`src/rtl/trivial_multiplier_fft.sv`:
```
// Forward-FFT trivial twiddle stage: multiplies the last quarter of every block by -j,
// deriving the sample index from a valid / start-of-frame stream. One registered stage.
module trivial_multiplier_fft #(
  parameter int INTEGER_SIZE = 6,
  parameter int FRACT_SIZE   = 12,
  parameter int NFFT         = 64,
  parameter int BLOCK_SIZE   = 64
) (
  input  logic                                 clk,
  input  logic                                 rst,
  input  logic                                 in_valid,
  input  logic                                 in_sof,
  input  logic [INTEGER_SIZE+FRACT_SIZE-1:0]   in_r,
  input  logic [INTEGER_SIZE+FRACT_SIZE-1:0]   in_i,
  output logic                                 out_valid,
  output logic                                 out_sof,
  output logic                                 out_eof,
  output logic [INTEGER_SIZE+FRACT_SIZE-1:0]   out_r,
  output logic [INTEGER_SIZE+FRACT_SIZE-1:0]   out_i,
  output logic                                 sat_pulse,
  output logic                                 resync_pulse
);

  localparam int DATA_WIDTH = INTEGER_SIZE + FRACT_SIZE;
  localparam int CNT_W      = $clog2(NFFT);
  localparam int BLK_W      = $clog2(BLOCK_SIZE);

  localparam logic [CNT_W-1:0]      ZERO_IDX = {CNT_W{1'b0}};
  localparam logic [CNT_W-1:0]      ONE_IDX  = {{(CNT_W-1){1'b0}}, 1'b1};
  localparam logic [CNT_W-1:0]      LAST_IDX = {CNT_W{1'b1}};
  localparam logic [DATA_WIDTH-1:0] MIN_VAL  = {1'b1, {(DATA_WIDTH-1){1'b0}}};
  localparam logic [DATA_WIDTH-1:0] MAX_VAL  = {1'b0, {(DATA_WIDTH-1){1'b1}}};
  localparam logic [DATA_WIDTH-1:0] ONE_VAL  = {{(DATA_WIDTH-1){1'b0}}, 1'b1};

  // Saturating negation; MSB of the result flags that the most negative value was clamped.
  function automatic logic [DATA_WIDTH:0] neg_sat(input logic [DATA_WIDTH-1:0] x);
    logic [DATA_WIDTH:0] res;
    if (x == MIN_VAL) begin
      res = {1'b1, MAX_VAL};
    end else begin
      res = {1'b0, (~x) + ONE_VAL};
    end
    return res;
  endfunction

  logic [CNT_W-1:0]      cnt_r;
  logic                  active_r;

  logic [CNT_W-1:0]      idx_s;
  logic [CNT_W-1:0]      cnt_nxt_s;
  logic                  active_nxt_s;
  logic                  rot_s;
  logic                  resync_s;
  logic [DATA_WIDTH:0]   neg_s;
  logic [DATA_WIDTH-1:0] res_r_s;
  logic [DATA_WIDTH-1:0] res_i_s;
  logic                  sat_s;

  // Index generation, frame tracking and the -j rotation datapath.
  always_comb begin
    idx_s        = cnt_r;
    cnt_nxt_s    = cnt_r;
    active_nxt_s = active_r;
    rot_s        = 1'b0;
    resync_s     = 1'b0;
    neg_s        = {(DATA_WIDTH+1){1'b0}};
    res_r_s      = in_r;
    res_i_s      = in_i;
    sat_s        = 1'b0;

    if (in_sof) begin
      idx_s = ZERO_IDX;
    end else begin
      idx_s = cnt_r;
    end

    // A start-of-frame landing exactly on the wrap point is a normal frame boundary.
    resync_s  = in_sof & active_r & (cnt_r != ZERO_IDX);
    cnt_nxt_s = idx_s + ONE_IDX;

    if (idx_s == ZERO_IDX) begin
      active_nxt_s = 1'b1;
    end else if (idx_s == LAST_IDX) begin
      active_nxt_s = 1'b0;
    end else begin
      active_nxt_s = active_r;
    end

    rot_s = (idx_s[BLK_W-1 -: 2] == 2'b11);
    neg_s = neg_sat(in_r);

    if (rot_s) begin
      res_r_s = in_i;
      res_i_s = neg_s[DATA_WIDTH-1:0];
      sat_s   = neg_s[DATA_WIDTH];
    end else begin
      res_r_s = in_r;
      res_i_s = in_i;
      sat_s   = 1'b0;
    end
  end

  // Sample counter and frame-active flag advance only on accepted samples.
  always_ff @(posedge clk or negedge rst) begin
    if (!rst) begin
      cnt_r    <= {CNT_W{1'b0}};
      active_r <= 1'b0;
    end else if (in_valid) begin
      cnt_r    <= cnt_nxt_s;
      active_r <= active_nxt_s;
    end else begin
      cnt_r    <= cnt_r;
      active_r <= active_r;
    end
  end

  // Output register: data holds across idle cycles, flags and pulses drop to zero.
  always_ff @(posedge clk or negedge rst) begin
    if (!rst) begin
      out_valid    <= 1'b0;
      out_sof      <= 1'b0;
      out_eof      <= 1'b0;
      out_r        <= {DATA_WIDTH{1'b0}};
      out_i        <= {DATA_WIDTH{1'b0}};
      sat_pulse    <= 1'b0;
      resync_pulse <= 1'b0;
    end else if (in_valid) begin
      out_valid    <= 1'b1;
      out_sof      <= (idx_s == ZERO_IDX);
      out_eof      <= (idx_s == LAST_IDX);
      out_r        <= res_r_s;
      out_i        <= res_i_s;
      sat_pulse    <= sat_s;
      resync_pulse <= resync_s;
    end else begin
      out_valid    <= 1'b0;
      out_sof      <= 1'b0;
      out_eof      <= 1'b0;
      out_r        <= out_r;
      out_i        <= out_i;
      sat_pulse    <= 1'b0;
      resync_pulse <= 1'b0;
    end
  end

endmodule

```
`config.mk`:
```
export PLATFORM = sky130hd
export DESIGN_NAME = trivial_multiplier_fft
export DESIGN_NICKNAME = d
export VERILOG_FILES = /design/src/rtl/trivial_multiplier_fft.sv
export SDC_FILE = /design/constraint.sdc
export NUM_CORES = 1
export LEC_CHECK = 0
export ABC_AREA = 0
export CAP_MARGIN = 20
export CORE_MARGIN = 2
export CORE_UTILIZATION = 50
export DETAILED_ROUTE_END_ITERATION = 10
export PLACE_DENSITY = 0.85
export SETUP_SLACK_MARGIN = 0.4
export SYNTH_ARGS = -nofsm -noshare
export SYNTH_HDL_FRONTEND = slang
export SYNTH_SLANG_ARGS = --single-unit
```
`constraint.sdc`:
```
create_clock -name clk -period 3.88 [get_ports clk]
set_input_delay 0.388 -clock clk [delete_from_list [all_inputs] [get_ports clk]]
set_output_delay 0.388 -clock clk [all_outputs]
set_load 0.02 [all_outputs]
```
# After elaboration in Yosys (flattened, before gate mapping)
# Cells that the tools add are included.
# op_classes
n_addsub	2
eq_ne	3
muxes	12
n_bitwise	3
reduce_logical	4
# ops
cell	n
two-way mux 18 bit	2
two-way mux 19 bit	1
adder 18 x 1 -> 18 bit (second input constant)	1
== test 18 bit (second input constant)	1
NOT 18 bit	1
two-way mux 1 bit	8
adder 6 x 1 -> 6 bit (second input constant)	1
== test 6 bit (second input constant)	1
zero test 6 bit	1
two-way mux 6 bit	1
nonzero test 6 bit	1
AND 1 bit	2
== test 2 bit (second input constant)	1
AND reduction 2 bit	1
nonzero test 2 bit	1
# totals
register_bits	48
in_bits	40
output_inout_bits	41
word_cells	33

# Longest topological paths before layout
# logic_depth
depth_word	5
ltp_mapped	8
ltp_nobuf	7

# Least setup slack after synthesis
# Ideal clock, no wire load.
# synth_timing
path_type	input port to flip-flop
startpoint	input port in_r[14]
endpoint	register out_i[17]
setup_ns	0.077
t_arrival_ns	1.810
required_time_ns	3.803
setup_slack_ns	1.993
cell_stages	5
path_buffers	0
cell_sequence	or4_4 -> or2_4 -> nor4_4 -> mux2_1 -> o21ai_1
# synth_between
elab_chain_cells	4
word_cells_on_any_way	5
classes_between	add/sub (1); eq/ne (1); mux (2); bitwise (1)
# synth_lines
item	line_no	rtl
start, declared	13	input logic [INTEGER_SIZE+FRACT_SIZE-1:0] in_r,
NOT 18 bit	41	res = {1'b0, (~x) + ONE_VAL};
adder 18 x 1 -> 18 bit	41	
two-way mux 19 bit *	38	if (x == MIN_VAL) begin
two-way mux 18 bit *	92	if (rot_s) begin
end signal, assigned	124	out_i <= {DATA_WIDTH{1'b0}};
end signal, assigned	132	out_i <= res_i_s;
end signal, assigned	140	out_i <= out_i;
end, declared	19	output logic [INTEGER_SIZE+FRACT_SIZE-1:0] out_i,
# Mark *: on every way between the ends. The rest lies on a longest branch, timed or not.
# A chain may end at the register's enable or synchronous reset.

# Final worst setup path
# layout_timing
startpoint	input port in_r[0]
endpoint	register out_i[7]
# Same word-level chain as after synthesis.

==> flow_summary.toml <==
[synth]
post-synth-top-area-cell = "dfrtp_1"
synth_top_family_by_area = "simple AND/OR/NAND/NOR gates"
synthCells = 263
synth_fa_ha_area_share_pct = 1.46
synth_compound_area_share_pct = 15.6
synth_fp_nets = 306
yosys-top-cells-area = "dfrtp_1, nor2_1, mux2i_1"
yosys-mux-area-fraction_pct = 8.66
yosys.area_share.simple_pct = 19.4
synthesis.area_mm2 = 0.00257
ys_seq_elements = 48
synth_xor_xnor_area_share_pct = 4.09
synth_warnings = 0
synth_cell_types = 43
avgSynthCellArea_um2 = 9.78
synth_top_area_share_pct = 46.7
seq_area_frac_synth_pct = 46.7

[worst_setup_path]
worst_setup_path_start_kind = "input port"
crit_path_end_kind = "flip-flop"
path_cells = "clkdlybuf4s50_1 > inv_1 > ha_1 > nor3b_2 > and2_1 > a21oi_2 > a221oi_1"
cpPeakStageDelay_ns = 0.74
critical-path-slowest-cell = "a21oi_2"
criticalPathCategory = "input port to flip-flop"
crit_path_max_fanout = 15
crit_required_ns = 4.02
arrival_ns = 2.48

[cells_and_area]
synthToLayoutAreaGrowth_pct = 38.4
finalInstanceArea_mm2 = 0.00356
final_common_cell = "clkdlybuf4s50_1"
final_nets = 382
drive_gt1_share_pct = 9.44
num_antenna_cells = 0
final_cell_mix = "clkdlybuf4s50_1, nor2_1, dfrtp_1"

[grt]
grt_first_pass_wirelength_um = 9810
antenna_found_initial = 0
grt_max_degree = 84
grt_use_total_pct = 22.5
grt_pass1_vias = 2174
grt.overflow.total = 0

[detailed_routing]
ant_nets = 0
post_drt_wl_per_cell_um = 15.0
vias = 2219
routed_wirelength_um = 6130
viasPerCell = 5.43
drt_first_pass_iters = 4
route.detailed.drc = 0
drtIter0Drc = 121

[place]
postPlaceCellArea_mm2 = 0.00340
gp_congestion = 0.834
io_buffers = 80
dp_hpwl_um = 4320
dp_slack_ns = 1.20

[sta]
hold_ws_ns = 0.510
fin_crit_ns = 2.34
clock.fmax_mhz = 427
maxSlewViolCount = 0
min_period_over_period_pct = 60.3
worst_slack_ns = 1.54
worst_pin_slew_ns = 0.934
rsz0062_at_grt = "no"
clock_skew_ns = 0.00483
slew_headroom_pct = 37.8
hold_viol = 0
tns_ns = 0
setup_viol = 0

[die]
die-area_mm2 = 0.00574
die_w_um = 75.7
floorplan.initialDensity_pct = 51.0
pin_count = 81
rows = 26
coreArea_mm2 = 0.00504
die_h_um = 75.7

[power]
p_leak_nw = 1.40
p_sw_w = 0.000396
netSwitchingFraction_pct = 28.5
powerDensity_mw_per_mm2 = 390
p_int_w = 0.000994
comb_power_share_pct = 26.4
power_frac_seq_pct = 43.5
ir_drop_uv = 220
p_clk_share_pct = 30.1

[outcome]
outcome = "complete, no violations"

[cts]
cts_buffers = 5
post-cts-setup-buffers = 0
cts_tree = "built"
clkLatencyLatePin_ns = 0.30
root_buffer = "clkbuf_8"
path_clk_slew_ns = 0.09
htreeDepth = 2
cts_num_sinks = 48
ctsHoldBuffers = 0
clockBufferDepth = 2
cts.repair.resized = 0

[hold_path]
hold_path.class = "input port to asynchronous set/reset pin"

[flow_run]
maxCapViolations = 0
==> synthesized netlist by cell type, drive strengths merged <==
master,count
nand3b,1
nor3b,3
clkbuf,8
a221oi,13
o21a,1
mux2,2
or4,2
or3b,1
nor3,7
nand3,4
a21oi,25
nand2,8
inv,10
o221a,1
xor2,9
dfrtp,48
nor4,5
a211oi,3
o21ai,6
or2,1
or3,4
nor2,58
buf,7
ha,3
o211a,1
mux2i,20
and2,1
o22ai,3
o41ai,1
nand2b,4
xnor2,3
==> kinds of logic after synthesis <==
group                      Yosys count
xor gates and xnor gates            12
adders and majority gates            3
and+or+nand+nor                     99
buffers and inverters               25
AOI/OAI and AO/OA                   54
muxes                               22
DFF                                 48
==> final cells by class <==
cell class / instances / area [um2]
inverter: 10 / 37.5
tap: 70 / 87.6
multi-input combinational: 190 / 1270
fill: 396 / 1480
clock inverter: 2 / 60.1
clock buffer: 5 / 68.8
sequential: 48 / 1200
timing repair buffer: 84 / 836
==> metrics by stage <==
| stage | power, W | utilization, % | instances |
|---|---|---|---|
| floorplan | 0.000791 | - | 263 |
| global placement | 0.000968 | 67.5 | 400 |
| detailed placement | 0.000979 | 67.5 | 400 |
| CTS | 0.00140 | 70.0 | 407 |
| global route | 0.00146 | 70.6 | 409 |
| finish | 0.00139 | 70.6 | 409 |
==> worst max-delay path: cells and delay by family <==
kind	cells	cell delay, ns
AO/OA/AOI/OAI	2	0.96
adder cells (fa/ha/maj)	1	0.21
buffers and inverters	2	0.57
AND/OR/NAND/NOR	2	0.34
==> metal layers <==
layer | wire length (um) | vias to the layer above | GRT usage, % | share of wire [%]
met4 | 74 | 0 | 8.38 | 1.2
met1 | 2690 | 1076 | 28.1 | 44
met3 | 269 | 8 | 3.84 | 4.4
met2 | 3100 | 60 | 38.9 | 51
met5 | 0 | - | 0 | 0
li1 | - | 1075 | - | -
==> worst paths after layout <==
| path | startpoint | end | slack [ns] | depth (start not counted) |
|---|---|---|---|---|
| min | rst | resync_pulse$_DFF_PN0_ | 0.51 | 2 |
| max reg2reg | cnt_r[4]$_DFFE_PN0P_ | out_i[7]$_DFFE_PN0P_ | 1.89 | 5 |
| min in group clk | out_r[16]$_DFFE_PN0P_ | out_r[16]$_DFFE_PN0P_ | 0.53 | 2 |
| min reg2reg | out_r[16]$_DFFE_PN0P_ | out_r[16]$_DFFE_PN0P_ | 0.53 | 2 |
| max in group asynchronous | rst | out_i[5]$_DFFE_PN0P_ | 2.88 | 3 |
| max | in_r[0] | out_i[7]$_DFFE_PN0P_ | 1.54 | 7 |
==> power groups by stage <==
stage | sequential, W | clock (W) | combinational (W)
after floorplan | 0.000665 | 0 | 0.000126
after global placement | 0.000612 | 0 | 0.000357
after detailed placement | 0.000612 | 0 | 0.000367
after CTS | 0.000604 | 0.000425 | 0.000367
after global routing | 0.000613 | 0.000443 | 0.000399
final | 0.000605 | 0.000418 | 0.000367
==> flip-flops by register name, summed over array words and instances (netlist names) <==
name and count:
cnt_r 6, active_r 1, out_eof 1, sat_pulse 1, resync_pulse 1, out_sof 1, out_valid 1, out_r 18
out_i 18
Note: power is estimated with default switching activity, not from simulation.
